[src/rtl/vfd_video.sv]
// 640x480@60 scan-out reader: raster timing, VRAM fetch, RGB332 expansion.
// Optional half-brightness odd lines when VFD_VIDEO_SCANLINE_EN is defined.
module vfd_video #(
  parameter int H_ACTIVE = 640,
  parameter int V_ACTIVE = 480
) (
  input  logic        clk,
  input  logic        reset,
  input  logic        ce_pix,
  output logic [18:0] vram_addr,
  output logic        vram_rd,
  input  logic [7:0]  vram_data,
  output logic [7:0]  r,
  output logic [7:0]  g,
  output logic [7:0]  b,
  output logic        hs,
  output logic        vs,
  output logic        hblank,
  output logic        vblank,
  output logic        de
);

  localparam logic [9:0]  H_VIS_END  = 10'(H_ACTIVE);
  localparam logic [9:0]  H_SYNC_BEG = 10'(H_ACTIVE + 16);
  localparam logic [9:0]  H_SYNC_END = 10'(H_ACTIVE + 112);
  localparam logic [9:0]  H_LAST     = 10'(H_ACTIVE + 159);
  localparam logic [9:0]  V_VIS_END  = 10'(V_ACTIVE);
  localparam logic [9:0]  V_SYNC_BEG = 10'(V_ACTIVE + 10);
  localparam logic [9:0]  V_SYNC_END = 10'(V_ACTIVE + 12);
  localparam logic [9:0]  V_LAST     = 10'(V_ACTIVE + 44);
  localparam logic [18:0] PIX_LAST   = 19'(H_ACTIVE * V_ACTIVE - 1);

  function automatic logic [7:0] expand3(input logic [2:0] c);
    return {c, c, c[2:1]};
  endfunction

  function automatic logic [7:0] expand2(input logic [1:0] c);
    return {c, c, c, c};
  endfunction

  logic [9:0]  hc_r;
  logic [9:0]  vc_r;
  logic [18:0] pix_cnt_r;
  logic        rd_q_r;
  logic [7:0]  cap_r;
  logic        de1_r;
  logic        hs1_r;
  logic        vs1_r;
  logic        hb1_r;
  logic        vb1_r;
`ifdef VFD_VIDEO_SCANLINE_EN
  logic        odd1_r;
`endif

  logic        vis_s;
  logic        hs_s;
  logic        vs_s;
  logic        hb_s;
  logic        vb_s;
  logic        hwrap_s;
  logic        vwrap_s;
  logic [7:0]  pix_s;
  logic [7:0]  r_s;
  logic [7:0]  g_s;
  logic [7:0]  b_s;

  // Stage-0 timing decode and colour expansion of the fetched pixel
  always_comb begin
    hb_s    = (hc_r >= H_VIS_END);
    vb_s    = (vc_r >= V_VIS_END);
    vis_s   = ~hb_s & ~vb_s;
    hs_s    = (hc_r >= H_SYNC_BEG) && (hc_r < H_SYNC_END);
    vs_s    = (vc_r >= V_SYNC_BEG) && (vc_r < V_SYNC_END);
    hwrap_s = (hc_r == H_LAST);
    vwrap_s = (vc_r == V_LAST);
    // data is still on the bus when the next ce lands one clk after capture
    pix_s   = rd_q_r ? vram_data : cap_r;
`ifdef VFD_VIDEO_SCANLINE_EN
    r_s = odd1_r ? (expand3(pix_s[7:5]) >> 1) : expand3(pix_s[7:5]);
    g_s = odd1_r ? (expand3(pix_s[4:2]) >> 1) : expand3(pix_s[4:2]);
    b_s = odd1_r ? (expand2(pix_s[1:0]) >> 1) : expand2(pix_s[1:0]);
`else
    r_s = expand3(pix_s[7:5]);
    g_s = expand3(pix_s[4:2]);
    b_s = expand2(pix_s[1:0]);
`endif
  end

  // Stage 0: horizontal and vertical raster counters
  always_ff @(posedge clk) begin
    if (reset) begin
      hc_r <= 10'd0;
      vc_r <= 10'd0;
    end else if (ce_pix) begin
      if (hwrap_s) begin
        hc_r <= 10'd0;
        vc_r <= vwrap_s ? 10'd0 : vc_r + 10'd1;
      end else begin
        hc_r <= hc_r + 10'd1;
      end
    end
  end

  // Stage 1 fetch: linear pixel address, read strobe and data capture
  always_ff @(posedge clk) begin
    if (reset) begin
      vram_rd   <= 1'b0;
      vram_addr <= 19'd0;
      pix_cnt_r <= 19'd0;
      rd_q_r    <= 1'b0;
      cap_r     <= 8'd0;
    end else begin
      vram_rd <= ce_pix & vis_s;
      rd_q_r  <= vram_rd;
      if (rd_q_r) begin
        cap_r <= vram_data;
      end
      if (ce_pix) begin
        if (vis_s) begin
          vram_addr <= pix_cnt_r;
        end
        if (hwrap_s && vwrap_s) begin
          pix_cnt_r <= 19'd0;
        end else if (vis_s && (pix_cnt_r != PIX_LAST)) begin
          pix_cnt_r <= pix_cnt_r + 19'd1;
        end
      end
    end
  end

  // Stage 1 sync/blank delay matching the fetch
  always_ff @(posedge clk) begin
    if (reset) begin
      de1_r  <= 1'b0;
      hs1_r  <= 1'b0;
      vs1_r  <= 1'b0;
      hb1_r  <= 1'b0;
      vb1_r  <= 1'b0;
`ifdef VFD_VIDEO_SCANLINE_EN
      odd1_r <= 1'b0;
`endif
    end else if (ce_pix) begin
      de1_r  <= vis_s;
      hs1_r  <= hs_s;
      vs1_r  <= vs_s;
      hb1_r  <= hb_s;
      vb1_r  <= vb_s;
`ifdef VFD_VIDEO_SCANLINE_EN
      odd1_r <= vc_r[0];
`endif
    end
  end

  // Stage 2: registered video outputs, colour forced black outside de
  always_ff @(posedge clk) begin
    if (reset) begin
      r      <= 8'd0;
      g      <= 8'd0;
      b      <= 8'd0;
      hs     <= 1'b0;
      vs     <= 1'b0;
      hblank <= 1'b0;
      vblank <= 1'b0;
      de     <= 1'b0;
    end else if (ce_pix) begin
      r      <= de1_r ? r_s : 8'd0;
      g      <= de1_r ? g_s : 8'd0;
      b      <= de1_r ? b_s : 8'd0;
      hs     <= hs1_r;
      vs     <= vs1_r;
      hblank <= hb1_r;
      vblank <= vb1_r;
      de     <= de1_r;
    end
  end

endmodule
[config.mk]
export PLATFORM = sky130hd
export DESIGN_NAME = vfd_video
export DESIGN_NICKNAME = d
export VERILOG_FILES = /design/src/rtl/vfd_video.sv
export SDC_FILE = /design/constraint.sdc
export NUM_CORES = 1
export LEC_CHECK = 0
export BUFFER_PORTS_ARGS = -buffer_cell sky130_fd_sc_hd__clkbuf_2
export CAP_MARGIN = 20
export CELL_PAD_IN_SITES_DETAIL_PLACEMENT = 1
export CELL_PAD_IN_SITES_GLOBAL_PLACEMENT = 2
export CORE_MARGIN = 3
export CORE_UTILIZATION = 35
export CTS_BUF_LIST = sky130_fd_sc_hd__clkbuf_4 sky130_fd_sc_hd__clkbuf_8
export CTS_CLUSTER_DIAMETER = 60
export DETAILED_ROUTE_END_ITERATION = 6
export GPL_TIMING_DRIVEN = 0
export PLACE_DENSITY = 0.91
export SYNTH_ARGS = -nofsm -noshare
export SYNTH_HDL_FRONTEND = slang
export SYNTH_SLANG_ARGS = --single-unit
[constraint.sdc]
create_clock -name clk -period 2.1 [get_ports clk]
set_input_delay 0.42 -clock clk [delete_from_list [all_inputs] [get_ports clk]]
set_output_delay 0.42 -clock clk [all_outputs]
set_load 0.01 [all_outputs]
==> results.json <==
{
  "outcome": "finished, final reports clean",
  "crit_start": "vc_r[7]$_SDFFE_PP0P_",
  "postRouteAntennaNets": 0,
  "htreeDepth": 3,
  "p_int_mw": 2.44,
  "syn_area_um2": 3860,
  "overflow": 0,
  "drt_first_pass_iters": 4,
  "viasPerCell": 5.26,
  "min_from": "vram_data[3]",
  "place_ws_ns": -0.133,
  "clock_sinks": 86,
  "netlist.top_cell.by_area": "dfxtp_1",
  "max_cap_violations": 0,
  "seq_area_frac_synth_pct": 44.6,
  "setup_slack_ns": 0.0990,
  "min_path_cells": 3,
  "reg2reg_slack_ns": 0.1,
  "synth_cell_type_count": 56,
  "synth.top_cell.area_share_pct": 44.6,
  "min_to": "cap_r[3]$_SDFF_PP0_",
  "r2r-end": "pix_cnt_r[7]$_SDFFE_PP0P_",
  "die_area_um2": 12300,
  "slew_headroom_pct": 57.0,
  "worst_setup_path_end_kind": "flop",
  "synth_common_cells": "dfxtp_1 (86), nand2_1 (66), nor2_1 (44)",
  "dpl.cell_count": 635,
  "swShare_pct": 23.1,
  "start_util_pct": 36.7,
  "synth_warnings": 0,
  "grt_pass1_wl_mm": 17.4,
  "synth_most_common_cell": "dfxtp_1",
  "period_needed_ns": 2.00,
  "drc": 0,
  "fin_tns_setup_ns": 0,
  "pwr-share-clk_pct": 41.5,
  "drt_iter0_markers": 160,
  "crit_required_ns": 2.34,
  "ys_ff_latch": 86,
  "dp_hpwl_mm": 7.52,
  "core_area_um2": 10500,
  "grtUsageTotal_pct": 17.0,
  "fin_nets": 529,
  "whs_ns": 0.337,
  "hold_viol_final": 0,
  "setup_viol": 0,
  "p_seq_share_pct": 52.7,
  "grt_max_degree": 15,
  "r2r-start": "vc_r[7]$_SDFFE_PP0P_",
  "crit_fanout": 6,
  "path_clk_slew_ns": 0.09,
  "syn-num-nets": 457,
  "cts_buffers": 9,
  "antenna_found_initial": 0,
  "layout-drive-gt1-share_pct": 24.7,
  "power.switching_mw": 0.730,
  "avgSynthCellArea_um2": 8.75,
  "power.leakage_nw": 1.87,
  "cp-start-kind": "flop",
  "die_w_um": 111,
  "worst_hold_path_type": "in -> reg",
  "finalPower_mw": 3.17,
  "ff2ff_path_depth": 6,
  "clk_latency_ns": 0.35,
  "arrival_ns": 2.24,
  "finalClockSkew_ns": 0.0106,
  "finalNonFillerCells": 654,
  "gp_congestion": 0.813,
  "async_reset_ff_share_pct": 0,
  "syn2layout_area_growth_pct": 20.4,
  "synth.area.top_cells": "dfxtp_1 (45%), nand2_1 (6.4%), mux2i_1 (4.4%)",
  "post_drt_wl_per_cell_um": 15.7,
  "ios": 60,
  "core.rowCount": 37,
  "syn_inst": 441,
  "slew_viol_final": 0,
  "routed_wl_mm": 10.3,
  "clock_path_buffers": 2,
  "cts_tree": "done",
  "vias": 3437,
  "numPortBuffers": 58,
  "n_antenna_cell": 0,
  "synth_flop_cell": "dfxtp_1",
  "max_clock_freq_mhz": 500,
  "critPathKind": "reg -> reg",
  "synth-edff-count": 0,
  "cts_root_buf": "clkbuf_8",
  "p_comb_share_pct": 5.9,
  "cts_hold_buf": 0,
  "ir_worst_vdd_mv": 0.339,
  "rsz0062_at_grt": "no",
  "grt_pass1_vias": 3500,
  "power_density_nw_per_um2": 682,
  "period_share_pct": 95.3,
  "die_y_um": 111,
  "worstMarginPinSlew_ns": 0.645
}
flip-flops by register name, summed over array words and instances (netlist names):
name       count
vs             1
hs1_r          1
g              3
hs             1
de             1
vb1_r          1
vram_addr     19
rd_q_r         1
b              2
vc_r          10
r              3
pix_cnt_r     19
vs1_r          1
vblank         1
cap_r          8
de1_r          1
hblank         1
hb1_r          1
vram_rd        1
hc_r          10
cell usage in the layout (no fill, tap or decap), types with 13 or more instances in the layout:
cell type  instances
nand4_1           14
dfxtp_1           84
a21oi_1           29
clkbuf_2          61
nand2_1           65
buf_4             22
clkbuf_1          14
nor2_1            44
mux2i_1           17
xor2_1            14
nand2b_1          13
power groups by stage:
stage / Combinational, mW / Sequential (mW) / Clock, mW
2_1_floorplan: 0.117 / 1.70 / 0
3_3_place_gp: 0.178 / 1.70 / 0
3_5_place_dp: 0.182 / 1.71 / 0
4_1_cts: 0.183 / 1.67 / 1.35
5_1_grt: 0.208 / 1.67 / 1.44
6_report: 0.186 / 1.67 / 1.31
cell families (layout without fill, tap and decap cells):
kind of cell	Yosys count	after routing	synth area share (%)
mux	18	18	4.70
flops	86	86	44.6
fa+ha+maj	5	5	1.62
buf+inv	51	128	7.20
compound gates	73	73	13.0
simple gates	191	191	25.0
xor+xnor	17	17	3.86
worst max-delay path, stage by stage, from the launching register on:
cell and delay, ns:
dfxtp_1 0.36, a41oi_1 0.41, nand3_2 0.26, a21o_1 0.25, and2_4 0.14, buf_6 0.12
a221o_1 0.33
stage by stage:
stage | instance area, µm² | util (%)
floorplan | 3860 | -
global placement | 4320 | 41.1
detailed placement | 4320 | 41.1
CTS | 4590 | 43.7
global route | 4650 | 44.2
finish | 4650 | 44.2
per-layer routing:
metal  global-route usage (%)  wire (µm)
met2                     27.5       4730
met5                        0          0
met4                     4.43        104
met1                     23.2       4930
met3                     3.22        509
timing repair:
action	in CTS	in global routing
setup buffers	4	1
endpoints found under the setup margin	15	28
pin swaps	2	3
resized for setup	3	17
how the worst max path moves through the flow:
stage,endpoint,slack [ns],cells past startpoint
CTS,pix_cnt_r[12]$_SDFFE_PP0P_,0.001,5
global placement,pix_cnt_r[9]$_SDFFE_PP0P_,-0.08,6
finish,pix_cnt_r[7]$_SDFFE_PP0P_,0.1,6
global route,pix_cnt_r[11]$_SDFFE_PP0P_,0.007,6
detailed placement,pix_cnt_r[11]$_SDFFE_PP0P_,-0.13,6
floorplan,pix_cnt_r[12]$_SDFFE_PP0P_,0.27,6
final cells by class:
cell class	count	area [µm²]
fillers	1245	5860
multi-input cells	304	1920
clock inverters	5	82.6
inverters	9	33.8
plain buffers	40	240
well taps	136	170
flip-flops and latches	86	1720
repair buffers	63	328
clock buffers	11	145
Note: power is estimated with default switching activity, not from simulation.
